<file path="src/rtl/seg_pkg.sv">
// Shared constants for the 7-segment display path.
//   SEG_OFF  : all segments and DP dark (active-low).
//   SEG_HEX  : active-low g..a glyphs for hex digits 0..F, indexed by nibble.
//   seg_clog2: counter width helper, never narrower than one bit.
package seg_pkg;

   localparam logic [7:0] SEG_OFF = 8'hFF;

   // Index 15 (F) first, index 0 (0) last.
   localparam logic [15:0][6:0] SEG_HEX = {
      7'h0E, 7'h06, 7'h21, 7'h46, 7'h03, 7'h08, 7'h10, 7'h00,
      7'h78, 7'h02, 7'h12, 7'h19, 7'h30, 7'h24, 7'h79, 7'h40
   };

   function automatic int unsigned seg_clog2(input int unsigned n);
      int unsigned w;
      w = 1;
      while ((32'd1 << w) < n) w++;
      return w;
   endfunction

endpackage

</file>
<file path="src/rtl/seg_decoder.sv">
// Hex nibble + decimal point to active-low segment pattern (purely combinational).
//   nibble : hex digit 0..F
//   dp     : decimal point request, 1 = lit
//   seg_c  : {DP, g..a}, active-low
module seg_decoder
   import seg_pkg::*;
(
   input  logic [3:0] nibble,
   input  logic       dp,
   output logic [7:0] seg_c
);

   assign seg_c = {~dp, SEG_HEX[nibble]};

endmodule

</file>
<file path="src/rtl/seg_display_ctrl.sv">
// Multiplexed common-anode 7-segment controller with LED mirror.
//   MCLK, RSTN : clock, async active-low reset
//   VALUE      : hex value, digit k = VALUE[4k+3:4k]
//   DP_IN      : per-digit decimal point, 1 = lit
//   LOAD       : capture VALUE/DP_IN into the shadow; committed at next frame boundary
//   BLANK_LZ   : leading-zero blanking enable
//   BLINK_EN   : whole-display blink enable
//   BRIGHT     : PWM brightness code, all-ones = full duty
//   PC / LED   : LED is a registered copy of PC
//   ANODE, SEG : active-low digit enables and {DP, g..a} segments
//   FRAME      : one-cycle pulse after the digit index wraps to 0
module seg_display_ctrl
   import seg_pkg::*;
#(
   parameter int unsigned NUM_DIGITS = 4,
   parameter int unsigned DIV_W      = 14,
   parameter int unsigned BRIGHT_W   = 3,
   parameter int unsigned BLINK_FR   = 64,
   parameter int unsigned LED_W      = 8
) (
   input  logic                    MCLK,
   input  logic                    RSTN,
   input  logic [4*NUM_DIGITS-1:0] VALUE,
   input  logic [NUM_DIGITS-1:0]   DP_IN,
   input  logic                    LOAD,
   input  logic                    BLANK_LZ,
   input  logic                    BLINK_EN,
   input  logic [BRIGHT_W-1:0]     BRIGHT,
   input  logic [LED_W-1:0]        PC,
   output logic [LED_W-1:0]        LED,
   output logic [NUM_DIGITS-1:0]   ANODE,
   output logic [7:0]              SEG,
   output logic                    FRAME
);

   localparam int unsigned VAL_W = 4 * NUM_DIGITS;
   localparam int unsigned IDX_W = seg_clog2(NUM_DIGITS);
   localparam int unsigned BLK_W = seg_clog2(BLINK_FR);
   localparam logic [IDX_W-1:0] LAST_IDX = IDX_W'(NUM_DIGITS - 1);
   localparam logic [BLK_W-1:0] LAST_BLK = BLK_W'(BLINK_FR - 1);

   logic [DIV_W-1:0]      slot_cnt;
   logic [IDX_W-1:0]      dig_idx;
   logic [VAL_W-1:0]      shadow_val;
   logic [NUM_DIGITS-1:0] shadow_dp;
   logic                  pending;
   logic [VAL_W-1:0]      disp_val;
   logic [NUM_DIGITS-1:0] disp_dp;
   logic [BLK_W-1:0]      blink_cnt;
   logic                  blink_off;

   logic                  slot_wrap_c;
   logic                  frame_bnd_c;
   logic [NUM_DIGITS-1:0] lz_mask_c;
   logic [3:0]            cur_nib_c;
   logic                  cur_dp_c;
   logic                  cur_blank_c;
   logic [7:0]            dec_seg_c;
   logic                  lit_c;
   logic [NUM_DIGITS-1:0] anode_c;

   assign slot_wrap_c = (slot_cnt == {DIV_W{1'b1}});
   assign frame_bnd_c = slot_wrap_c && (dig_idx == LAST_IDX);

   // Slot and digit scan counters.
   always_ff @(posedge MCLK or negedge RSTN) begin
      if (!RSTN) begin
         slot_cnt <= '0;
         dig_idx  <= '0;
      end else begin
         slot_cnt <= slot_cnt + DIV_W'(1);
         if (slot_wrap_c) begin
            dig_idx <= (dig_idx == LAST_IDX) ? '0 : dig_idx + IDX_W'(1);
         end
      end
   end

   // Shadow/display registers: the display only changes on a frame boundary.
   // A LOAD coinciding with the boundary commits the old shadow and stays pending.
   always_ff @(posedge MCLK or negedge RSTN) begin
      if (!RSTN) begin
         shadow_val <= '0;
         shadow_dp  <= '0;
         pending    <= 1'b0;
         disp_val   <= '0;
         disp_dp    <= '0;
      end else begin
         if (frame_bnd_c && pending) begin
            disp_val <= shadow_val;
            disp_dp  <= shadow_dp;
         end
         if (LOAD) begin
            shadow_val <= VALUE;
            shadow_dp  <= DP_IN;
            pending    <= 1'b1;
         end else if (frame_bnd_c) begin
            pending <= 1'b0;
         end
      end
   end

   // Blink phase toggles every BLINK_FR frames; disabling blink restarts it lit.
   always_ff @(posedge MCLK or negedge RSTN) begin
      if (!RSTN) begin
         blink_cnt <= '0;
         blink_off <= 1'b0;
      end else if (!BLINK_EN) begin
         blink_cnt <= '0;
         blink_off <= 1'b0;
      end else if (frame_bnd_c) begin
         if (blink_cnt == LAST_BLK) begin
            blink_cnt <= '0;
            blink_off <= ~blink_off;
         end else begin
            blink_cnt <= blink_cnt + BLK_W'(1);
         end
      end
   end

   // Leading-zero mask: run of zero nibbles from the top digit down; digit 0 never blanked.
   always_comb begin : lz_mask
      logic zero_run;
      zero_run  = BLANK_LZ;
      lz_mask_c = '0;
      for (int k = int'(NUM_DIGITS) - 1; k >= 1; k--) begin
         zero_run     = zero_run && (disp_val[4*k +: 4] == 4'h0);
         lz_mask_c[k] = zero_run;
      end
   end

   // Select the nibble, DP and blank flag for the digit being scanned.
   always_comb begin
      cur_nib_c   = '0;
      cur_dp_c    = 1'b0;
      cur_blank_c = 1'b0;
      for (int k = 0; k < int'(NUM_DIGITS); k++) begin
         if (dig_idx == IDX_W'(k)) begin
            cur_nib_c   = disp_val[4*k +: 4];
            cur_dp_c    = disp_dp[k];
            cur_blank_c = lz_mask_c[k];
         end
      end
   end

   seg_decoder u_dec (
      .nibble (cur_nib_c),
      .dp     (cur_dp_c),
      .seg_c  (dec_seg_c)
   );

   // PWM window on the top slot bits, gated by the blink phase.
   always_comb begin
      lit_c   = (slot_cnt[DIV_W-1 -: BRIGHT_W] <= BRIGHT) && !(BLINK_EN && blink_off);
      anode_c = lit_c ? ~(NUM_DIGITS'(1) << dig_idx) : '1;
   end

   // Output registers.
   always_ff @(posedge MCLK or negedge RSTN) begin
      if (!RSTN) begin
         LED   <= '0;
         ANODE <= '1;
         SEG   <= SEG_OFF;
         FRAME <= 1'b0;
      end else begin
         LED   <= PC;
         ANODE <= anode_c;
         SEG   <= cur_blank_c ? SEG_OFF : dec_seg_c;
         FRAME <= frame_bnd_c;
      end
   end

endmodule

</file>
<file path="config.mk">
export PLATFORM = sky130hd
export DESIGN_NAME = seg_display_ctrl
export DESIGN_NICKNAME = d
export VERILOG_FILES = /design/src/rtl/seg_pkg.sv /design/src/rtl/seg_decoder.sv /design/src/rtl/seg_display_ctrl.sv
export SDC_FILE = /design/constraint.sdc
export NUM_CORES = 1
export LEC_CHECK = 0
export BUFFER_PORTS_ARGS = -buffer_cell sky130_fd_sc_hd__buf_4
export CAP_MARGIN = 20
export CORE_ASPECT_RATIO = 2
export CORE_MARGIN = 3
export CORE_UTILIZATION = 50
export CTS_CLUSTER_DIAMETER = 200
export DETAILED_ROUTE_END_ITERATION = 6
export PLACE_DENSITY = 0.72
export SLEW_MARGIN = 20
export SYNTH_ARGS = -nofsm -noshare
export SYNTH_HDL_FRONTEND = slang
export SYNTH_SLANG_ARGS = --single-unit
</file>
<file path="constraint.sdc">
create_clock -name MCLK -period 3.5 [get_ports MCLK]
set_clock_uncertainty 0.05 [all_clocks]
set_input_delay 0.35 -clock MCLK [delete_from_list [all_inputs] [get_ports MCLK]]
set_output_delay 0.35 -clock MCLK [all_outputs]
set_load 0.02 [all_outputs]
</file>
# == Yosys cells after proc, flatten, opt, wreduce, memory -nomap -nowiden ==
# Memories as Yosys holds them, arrays and structs flattened.
# Index checks and enable logic that the tools add are counted.
# op_classes
addsub,3
reduce_logical,14
bitwise,3
eq_ne,7
muxes,23
order_cmp,2
shift,1
# ops
cell,n
$mux W4,5
$mux W6,3
$add A14 B1 Y14 const B,1
$eq A14 B14 Y1 const B,1
$logic_not A4 Y1,3
$mux W1,12
$mux W8,1
$logic_and A1 B1 Y1,7
$mux W7,1
$add A6 B1 Y6 const B,1
$eq A6 B6 Y1 const B,1
$lt A4 B5 Y1 const B,1
$eq A2 B2 Y1 const B,2
$ne A2 B1 Y1 const B,2
$not A4 Y4,1
$shl A1 B2 Y4 const A,1
$le A3 B3 Y1,1
$add A2 B1 Y2 const B,1
$eq A2 B1 Y1 const B,1
$logic_not A2 Y1,1
$mux W2,1
$not A1 Y1,2
$reduce_and A2 Y1,1
$reduce_bool A2 Y1,1
$logic_not A1 Y1,1
# word_totals
elab_cells,67
ff_bits,85
output_inout_bits,21
inputBits,36
romBits,112
memories,1
# mem_list
memory,words,width,read_ports,rd_ports_with_merged_regs,wr,line_no,text
(no name shown),16,7,1,0,0,seg_decoder.sv:13,"assign seg_c = {~dp, SEG_HEX[nibble]};"

# == Logic depth before layout (Yosys ltp) ==
# Gate-level depths: netlist of the first run.
# logic_depth
ltp_word,8
mapped_depth,11
depth_no_buf,10

# == Modules after synthesis ==
# Synthesis of the first run repeated with hierarchy kept, for this count alone.
# unflattened
hier_cells,303
hier_area_um2,3778.6
# by_module_without_submodules
mod,area_per_inst_um2,instances,cells_each
seg_display_ctrl,3499.6,1,270
seg_decoder,279.0,1,33

# == Least setup slack after synthesis of the first run ==
# No wires, ideal clock.
# synth_path
kind,register -> register
startpoint,register dig_idx[0]
endpoint,register SEG[1]
required_ps,3360
setup_slack_ps,1110
stages_incl_launch_ff,9
period_less_slack_ps,2390
t_arrival_ps,2249
path_cell_list,dfrtp_1 > ha_1 > clkbuf_1 > a211oi_1 > a221oi_1 > inv_1 > ha_1 > o211ai_1 > o211ai_1
# synth_between
elab_chain_cells,8
elab_cells_between_ends,14
classes_between,eq/ne: 3; mux: 9; reduce/logical: 1; memory: 1
# synth_rtl
element,line_no,text
from (decl),seg_display_ctrl.sv:43,logic [IDX_W-1:0] dig_idx;
from (signal assigned),seg_display_ctrl.sv:73,dig_idx <= (dig_idx == LAST_IDX) ? '0 : dig_idx + IDX_W'(1);
$logic_not A2 Y1,seg_display_ctrl.sv:137,if (dig_idx == IDX_W'(k)) begin
$mux W4 (4 in a row),seg_display_ctrl.sv:137,
$mem_v2 Z16 W7,--,
$mux W7 (not written as such),seg_decoder.sv:13,
$mux W8 *,seg_display_ctrl.sv:167,SEG <= cur_blank_c ? SEG_OFF : dec_seg_c;
to (signal assigned),seg_display_ctrl.sv:167,
to (decl),seg_display_ctrl.sv:32,"output logic [7:0] SEG,"
# Every way passes the cells marked *; elsewhere a longest branch is shown, timed or not. The select of a mux whose other input is x is not followed.
# A chain may end at the register's enable or synchronous reset.

# == Worst setup path after layout of the first run ==
# layout_path
startpoint,register dig_idx[0]
endpoint,register disp_dp[1]
# layout_between
elab_chain_cells,3
# layout_rtl
element,line_no,text
$eq A2 B2 Y1,seg_display_ctrl.sv:63,assign frame_bnd_c = slot_wrap_c && (dig_idx == LAST_IDX);
$logic_and A1 B1 Y1,seg_display_ctrl.sv:63,
named net frame_bnd_c,seg_display_ctrl.sv:53,logic frame_bnd_c;
$logic_and A1 B1 Y1,seg_display_ctrl.sv:88,if (frame_bnd_c && pending) begin
to (signal assigned),seg_display_ctrl.sv:90,disp_dp <= shadow_dp;
to (decl),seg_display_ctrl.sv:48,logic [NUM_DIGITS-1:0] disp_dp;
# The timed path passes the listed nets, and every way through them passes these cells.

==> impl_metrics.ini, run 1 <==
[outcome]
outcome = finished, final reports clean

[cells_and_area]
layout.cells.most_common = dfrtp_1
area.growth.synth_to_final_pct = 23.8
drive_gt1_share_pct = 37.2
fin_nets = 410
layout.cells.non_filler = 455
fin_area_um2 = 4720
antenna_cells = 0
final_cell_mix = dfrtp_1 (73), buf_4 (58), nand2_1 (28)
num-fill-cells = 568

[synthesis]
synth-seq-area-share_pct = 56.2
synth_seq_cells = 85
synth-edff-count = 0
syn-cell-area_um2 = 3810
synth_warnings = 0
synth_top_flop_cell = dfrtp_1
synth_area_per_cell_um2 = 12.9
synth_cell_type_count = 47
synth_cells = 296
syn-num-nets = 348
synth_async_sr_flop_share_pct = 100

[cts]
clkTransAtPathRegs_ns = 0.06
post-cts-setup-buffer-count = 0
tritoncts = done
cts-root-buf = clkbuf_16
htreeDepth = 3
insertion_delay_ns = 0.34
clockBufferDepth = 2
cts_hold_buf = 0
cts_buffers = 9
clock-sinks = 85
ctsResizeCount = 0

[drt]
drtPass1Iterations = 4
routed_wl_um = 7130
ant_nets = 0
drc = 0
drtIter0Drc = 94
via_count = 2428
routed_via_density = 5.34
wl_per_cell_um = 15.7

[placement]
place_area_um2 = 4310
dp.cells = 437
io_buffer_count = 56
routabilityCongestion = 0.786
hpwl_um = 5220
preCtsSetupSlack_ns = 0.767

[timing]
finalWorstSetupSlack_ns = 0.746
tightest_slew_ns = 0.717
rsz0062_at_grt = no
hold_violations = 0
relSlewSlack_pct = 52.2
finalSetupViolCount = 0
fin_crit_sh_pct = 78.7
report.final.slew_viol_count = 0
layout_min_cycle_time_ns = 2.75
setup_tns_ns = 0
fmax_mhz = 363

[power_and_ir_drop]
p_per_area_nw_per_um2 = 485
leakage_nw = 2.23
p_comb_share_pct = 4.6
seq_power_share_pct = 44.9
ir_drop_mv = 0.434
p_sw_mw = 0.428
p_clk_share_pct = 50.5
total_power_mw = 2.29
swShare_pct = 18.7
p_int_mw = 1.86

[grt]
grt_pass1_vias = 2510
grt_usage_pct = 18.2
grt-ovfl-total = 0
grt_first_pass_wirelength_um = 11700
antenna_found_initial = 0
grt_max_degree = 86

[min_path]
worstHoldPathCells = 1
min_path_type = in2reg

[die]
die_area_um2 = 8770
die_y_um = 129
ioPinCount = 57
core_um2 = 7320
fp.dieW_um = 67.7
initial_core_util_pct = 52.0
rows = 44

[setup_path]
worstRegToRegCells = 5
cp-start-kind = register
cp.required_ns = 3.67
endpoint_kind = register
critPathArrivalTime_ns = 2.92
worstPathMaxFanout = 20
critPathKind = reg2reg

[flow_run]
maxCapViolCount = 0
## cell type report
| type | count | area, um^2 | area share, % |
|---|---|---|---|
| clock buffers | 10 | 239 | 5.06 |
| inverters | 15 | 56.3 | 1.19 |
| flip-flops and latches | 85 | 2140 | 45.4 |
| repair buffers | 60 | 473 | 10.0 |
| well taps | 92 | 115 | 2.44 |
| clock inverters | 6 | 134 | 2.84 |
| multi-input cells | 187 | 1560 | 33.0 |
## stage by stage
stage	hold slack, ns	utilization, %
CTS	0.0517	63.9
detailed placement	0.410	58.8
finish	0.0622	64.4
global placement	0.410	58.8
global route	0.0513	64.4
floorplan	0.00441	-
## cell families after synthesis
| kind of cell | Yosys count | synth area share [%] |
|---|---|---|
| flip-flops | 85 | 56.2 |
| AND/OR/NAND/NOR | 76 | 10.7 |
| multiplexers | 44 | 14.9 |
| AO/OA/AOI/OAI | 36 | 6.60 |
| buffers and inverters | 24 | 2.86 |
| adder cells (fa/ha/maj) | 16 | 5.25 |
| XOR/XNOR | 15 | 3.45 |
## cell usage after synthesis, types with 2 or more instances
cell type,n,area (um^2)
nor3b_1,3,22.5
dfrtp_1,73,1830
a32oi_1,2,17.5
nand2_1,28,105
mux2_2,21,236
o221ai_1,2,17.5
and3_1,3,18.8
mux2i_1,3,30.0
o21ai_0,7,35.0
a41oi_1,2,17.5
nand2b_1,3,18.8
ha_1,16,200
buf_6,2,22.5
xnor2_1,9,78.8
mux2_4,20,300
and2_1,2,12.5
nor2b_1,5,31.3
nand3_1,8,40.0
dfstp_2,12,315
clkbuf_1,4,15.0
xor2_1,6,52.6
nor4_1,2,12.5
nand3b_1,4,30.0
buf_2,3,15.0
nand4_1,2,12.5
a311oi_1,3,26.3
o211ai_1,4,30.0
nor3_1,2,10.0
nand4_2,2,25.0
inv_1,14,52.6
a21oi_1,6,30.0
nor2_1,8,30.0
## power groups by stage
| stage | combinational, mW | clock (mW) | sequential [mW] |
|---|---|---|---|
| after floorplan | 0.0328 | 0 | 1.05 |
| after global placement | 0.0999 | 0 | 1.04 |
| after detailed placement | 0.102 | 0 | 1.05 |
| after CTS | 0.102 | 1.18 | 1.03 |
| after global routing | 0.115 | 1.22 | 1.03 |
| final | 0.104 | 1.16 | 1.03 |
## final timing paths
check	start	to	slack, ns
max	dig_idx[0]	disp_dp[1]	0.75
min	PC[4]	LED[4]	0.06
max reg2reg	dig_idx[0]	disp_dp[1]	0.75
min reg2reg	blink_cnt[5]	blink_cnt[5]	0.44
max in group asynchronous	RSTN	shadow_dp[2]	2.42
min in group asynchronous	RSTN	disp_val[8]	0.39
## critical path, cell delays in order, from the launching register on
cell,delay (ns)
dfrtp_1,0.39
ha_1,0.51
nand3_1,0.20
nor4_4,0.48
nand2_2,0.55
mux2_4,0.45
## flip-flops by register name, indices dropped and copies added, names as in the netlist
| name | count |
|---|---|
| LED | 8 |
| shadow_dp | 4 |
| shadow_val | 16 |
| pending | 1 |
| disp_dp | 4 |
| dig_idx | 2 |
| ANODE | 4 |
| SEG | 8 |
| disp_val | 16 |
| blink_off | 1 |
| slot_cnt | 14 |
| FRAME | 1 |
| blink_cnt | 6 |
## routing by layer
metal,up-vias,GRT usage (%),wire [um]
li1,1163,-,-
met2,45,32.4,4110
met1,1206,18.6,2540
met5,-,0,0
met4,0,9.45,200
met3,14,5.20,289
No activity file was read; power rests on OpenSTA's default activity.
==> inputs of run 2 (changes only) <==
Settings changed: PLACE_DENSITY 0.72 to 0.75.
Clock period 3.5 ns to 2.25 ns, I/O delays scaled along.
==> impl_metrics.ini, run 2 (same netlist as run 1, synthesis figures left out) <==
[cts]
cts-root-buf = clkbuf_16
insertion_delay_ns = 0.34
htreeDepth = 3
clkTransAtPathRegs_ns = 0.06
clock-sinks = 85
tritoncts = done
cts_buffers = 9
clockBufferDepth = 2

[grt]
grt_max_degree = 53
antenna_found_initial = 0
grt-ovfl-total = 0
grt_pass1_vias = 2668
grt_first_pass_wirelength_um = 12600
grt_usage_pct = 19.6

[placement]
place_area_um2 = 4390
hpwl_um = 5360
routabilityCongestion = 0.841
preCtsSetupSlack_ns = -0.0261
io_buffer_count = 56

[timing]
finalSetupViolCount = 0
layout_min_cycle_time_ns = 2.11
fin_crit_sh_pct = 94.0
fmax_mhz = 473
tightest_slew_ns = 0.426
rsz0062_at_grt = no
finalWorstSetupSlack_ns = 0.135
setup_tns_ns = 0
relSlewSlack_pct = 71.6
report.final.slew_viol_count = 0
hold_violations = 0
whs_ns = 0.0655

[die]
core_um2 = 7320
die_area_um2 = 8770
ioPinCount = 57
initial_core_util_pct = 52.0
die_y_um = 129
rows = 44
fp.dieW_um = 67.7

[power_and_ir_drop]
p_per_area_nw_per_um2 = 685
leakage_nw = 2.32
total_power_mw = 3.37
ir_drop_mv = 0.530

[drt]
drtPass1Iterations = 4
drc = 0
via_count = 2560
routed_via_density = 5.37
drtIter0Drc = 101
routed_wl_um = 7650
ant_nets = 0
wl_per_cell_um = 16.0

[outcome]
outcome = finished, final reports clean

[cells_and_area]
antenna_cells = 0
reg.largest.list = disp_val x16, shadow_val x16, slot_cnt x14
fin_nets = 432
fin_area_um2 = 4920
drive_gt1_share_pct = 41.3
final_cell_mix = dfrtp_1 (72), buf_4 (72), nand2_1 (28)
area.growth.synth_to_final_pct = 29.2

[setup_path]
crit_path_cell_trace = ha_2, nor2b_1, a311oi_1, buf_4, mux2_2, a21oi_1, o31ai_1
cp-start-kind = register
critPathKind = reg2reg
cpMaxStageDelayCell = dfrtp_2
slowest_delay_ns = 0.44
critPathArrivalTime_ns = 2.33
worstPathMaxFanout = 13
endpoint_kind = register
cp.required_ns = 2.46

[flow_run]
maxCapViolCount = 0

[min_path]
min_path_type = in2reg
[run 2: cell count changes in the layout (fill, tap and decap cells not counted), sizes merged]
cell / change
buf: +14
bufinv: -2
dlygate4sd3: +8
clkbuf: +2
[run 2: final timing paths]
path                               start             to  slack [ns]  depth (start not counted)
setup / recovery              dig_idx[0]         SEG[5]        0.14                          7
hold / removal                  VALUE[0]  shadow_val[0]        0.07                          2
setup reg to reg              dig_idx[0]         SEG[5]        0.14                          7
hold reg to reg            shadow_val[3]    disp_val[3]        0.45                          1
max in group asynchronous           RSTN     dig_idx[0]        1.22                          3
min in group asynchronous           RSTN   disp_val[12]        0.32                          2
[run 2: metrics by stage]
step | instances | util (%)
3_5_place_dp | 446 | 60.0
6_report | 477 | 67.2
3_3_place_gp | 446 | 60.0
2_1_floorplan | 296 | -
4_1_cts | 473 | 65.9
5_1_grt | 477 | 67.2
[run 2: cell type report]
class / instances / area, um^2
Multi-Input combinational cell: 187 / 1630
Fill cell: 516 / 2400
Tap cell: 92 / 115
Inverter: 15 / 56.3
Clock inverter: 4 / 70.1
Clock buffer: 12 / 256
Timing Repair Buffer: 82 / 651
Sequential cell: 85 / 2140
[run 2: routing by layer]
layer | track usage, % | share of wire, %
met1 | 20.8 | 36
met2 | 34.2 | 57
met3 | 4.86 | 3.8
met4 | 10.9 | 3.7
met5 | 0 | 0
[run 2: where the power goes]
part / switching [mW] / internal (mW)
combinational: 0.0751 / 0.0982
sequential: 0.0229 / 1.57
clock: 0.571 / 1.03
[run 2: worst max-delay path: cells and delay by family (launching register included)]
family | cells | cell delay [ns]
AOI/OAI and AO/OA | 3 | 0.50
adders and majority gates | 1 | 0.30
buffers and inverters | 1 | 0.22
DFF | 1 | 0.44
muxes | 1 | 0.34
and+or+nand+nor | 1 | 0.18
[run 2: timing repair]
action	4_1_cts	5_1_grt
pin swaps	1	1
hold endpoints to repair	29	0
resized for setup	0	14
setup buffers	2	4
hold buffers	9	0
gates cloned	0	0
endpoints found under the setup margin	3	8
==> inputs of run 3 (changes only) <==
Settings changed: ABC_AREA from default to 1.
==> impl_metrics.ini, run 3 <==
[grt]
grt_usage_pct = 17.1
grt_max_degree = 53
global_route.usage.met2_pct = 31.3
grt_busiest_layer = met2
met3_usage_pct = 3.89
grt-ovfl-total = 0
met1_usage_pct = 18.0
grt_first_pass_wirelength_um = 12600
antenna_found_initial = 0
grt_pass1_vias = 2877

[timing]
finalSetupViolCount = 0
fin_crit_sh_pct = 92.0
rsz0062_at_grt = no
hold_violations = 0
report.final.slew_viol_count = 0
relSlewSlack_pct = 66.9
whs_ns = 0.0396
layout_min_cycle_time_ns = 2.07
setup_tns_ns = 0
fmax_mhz = 483
finalWorstSetupSlack_ns = 0.181
tightest_slew_ns = 0.496

[cells_and_area]
final_cell_mix = nand2_1 (105), dfrtp_1 (73), buf_4 (59)
multi_input_area_um2 = 1570
antenna_cells = 0
layout.cells.most_common = nand2_1
regArea_um2 = 2140
drive_gt1_share_pct = 25.5
reg.largest.list = disp_val x16, shadow_val x16, slot_cnt x14
fin_nets = 546
layout.cells.non_filler = 593
area.growth.synth_to_final_pct = 22.8
fin_util_pct = 63.8
num-fill-cells = 682

[setup_path]
endpoint_kind = register
worstPathMaxFanout = 8
cp.required_ns = 2.46
worst_path_most_repeated_cell = nand2_1
cpMaxStageDelayCell = dfrtp_1
cp_top_family = simple AND/OR/NAND/NOR gates
r2r_slack_ns = 0.18
cp-start-kind = register
worstRegToRegCells = 12
slowest_delay_ns = 0.43
critPathKind = reg2reg
r2r-start = dig_idx[0]
crit_end = SEG[3]
crit_path_cell_trace = inv_1, ha_2, inv_1, nand2_1, nand2_1, nand2_2, inv_1, ha_1, nand3_1, nand2_1, nand2_1, nand3_1
critPathLaunch = dig_idx[0]
critPathArrivalTime_ns = 2.28
path_depth = 12
timing.rr.end = SEG[3]
crit_buf_inv = 3

[synthesis]
synth_top_flop_cell = dfrtp_1
synth_cells = 427
synth_warnings = 0
syn-cell-area_um2 = 3980
synth.most_common_cell = nand2_1
synth_area_per_cell_um2 = 9.31
netlist_top_cells_area = dfrtp_1 (46%), nand2_1 (10%), dfstp_2 (7.9%), ha_1 (5.0%), nand3_1 (4.9%)
synth_async_sr_flop_share_pct = 100
synth-seq-area-share_pct = 53.9
synth-edff-count = 0
synth_top_area_share_pct = 46.0
synth_cell_type_count = 34
synthTopCellsByCount = nand2_1 (106), dfrtp_1 (73), inv_1 (50), nand3_1 (39), o21ai_0 (27)
syn-num-nets = 479
synth_top_area_cell = dfrtp_1
synth_seq_cells = 85

[die]
die_y_um = 132
fp.dieW_um = 69.1
core_um2 = 7660
rows = 45
die_area_um2 = 9120
initial_core_util_pct = 51.9
ioPinCount = 57

[power_and_ir_drop]
p_sw_mw = 0.714
seq_power_share_pct = 48.7
ir_drop_mv = 0.585
p_int_mw = 2.54
leakage_nw = 2.46
swShare_pct = 21.9
p_clk_share_pct = 45.4
p_per_area_nw_per_um2 = 667
p_comb_share_pct = 5.9

[drt]
ant_nets = 0
drc = 0
via_count = 2992
drtIter0Drc = 193
drtPass1Iterations = 4
routed_via_density = 5.05
wl_per_cell_um = 12.5
routed_wl_um = 7380

[cts]
clockBufferDepth = 2
post-cts-setup-buffer-count = 0
cts-root-buf = clkbuf_16
htreeDepth = 3
insertion_delay_ns = 0.34
clkTransAtPathRegs_ns = 0.06
clock-sinks = 85
tritoncts = done
cts_buffers = 9

[placement]
preCtsSetupSlack_ns = 0.135
routabilityCongestion = 0.902
io_buffer_count = 56
dp.cells = 568
hpwl_um = 5400

[flow_run]
maxCapViolCount = 0

[outcome]
outcome = finished, final reports clean

[min_path]
hold_start = VALUE[6]
min_path_type = in2reg
[run 3: cell count changes in the layout (fill, tap and decap cells not counted), moves of 12 or more]
cell	change
o21ai_2	+20
o21ai_0	+20
nand3_1	+31
mux2_4	-20
inv_1	+38
buf_4	-13
mux2_2	-21
nand2_1	+77
nor2_1	+12
[run 3: layout make-up]
| class | count | share of cell area [%] |
|---|---|---|
| inverters | 52 | 4.02 |
| multi-input cells | 277 | 32.2 |
| clock buffers | 10 | 4.89 |
| well taps | 94 | 2.41 |
| flip-flops and latches | 85 | 43.9 |
| repair buffers | 69 | 11.3 |
| clock inverters | 6 | 1.28 |
[run 3: what timing repair did]
item / CTS / global route
resized for setup: 0 / 7
hold buffers: 9 / 0
endpoints found under the setup margin: 0 / 5
hold endpoints to repair: 29 / 0
[run 3: metrics by stage]
| stage | total power [mW] | cell area (um^2) |
|---|---|---|
| after floorplan | 1.69 | 3980 |
| after global placement | 1.79 | 4460 |
| after detailed placement | 1.80 | 4460 |
| after CTS | 3.28 | 4860 |
| after global routing | 3.37 | 4880 |
| final | 3.26 | 4880 |
[run 3: tightest hold or removal path, delay by kind of cell]
kind / cells / cell delay (ns)
compound gates: 1 / 0.05
buf+inv: 1 / 0.07
simple gates: 1 / 0.04
[run 3: worst min path at each step]
stage | end | depth (start not counted) | slack (ns)
4_1_cts | shadow_val[6] | 3 | 0.03
6_report | shadow_val[6] | 3 | 0.04
2_1_floorplan | FRAME | 0 | -0.12
3_5_place_dp | slot_cnt[0] | 1 | 0.15
5_1_grt | shadow_val[14] | 3 | 0.04
3_3_place_gp | slot_cnt[2] | 1 | 0.14
[run 3: power groups by stage]
| stage | logic, mW | clock network (mW) | registers, mW |
|---|---|---|---|
| after global routing | 0.219 | 1.56 | 1.59 |
| after detailed placement | 0.184 | 0 | 1.61 |
| final | 0.192 | 1.48 | 1.59 |
| after global placement | 0.180 | 0 | 1.61 |
| after floorplan | 0.0639 | 0 | 1.62 |
| after CTS | 0.197 | 1.50 | 1.59 |
[run 3: cells by family after synthesis]
family	after synthesis	share of synthesized area (%)
AO/OA/AOI/OAI	61	9.76
adder cells (fa/ha/maj)	16	5.04
flip-flops	85	53.9
XOR/XNOR	14	3.08
buffers and inverters	65	7.24
AND/OR/NAND/NOR	186	21.0
[run 3: per-layer routing]
metal,part of all wire (%),up-vias
li1,-,1501
met5,0,-
met3,4.4,12
met2,55,73
met1,39,1406
met4,2.1,0
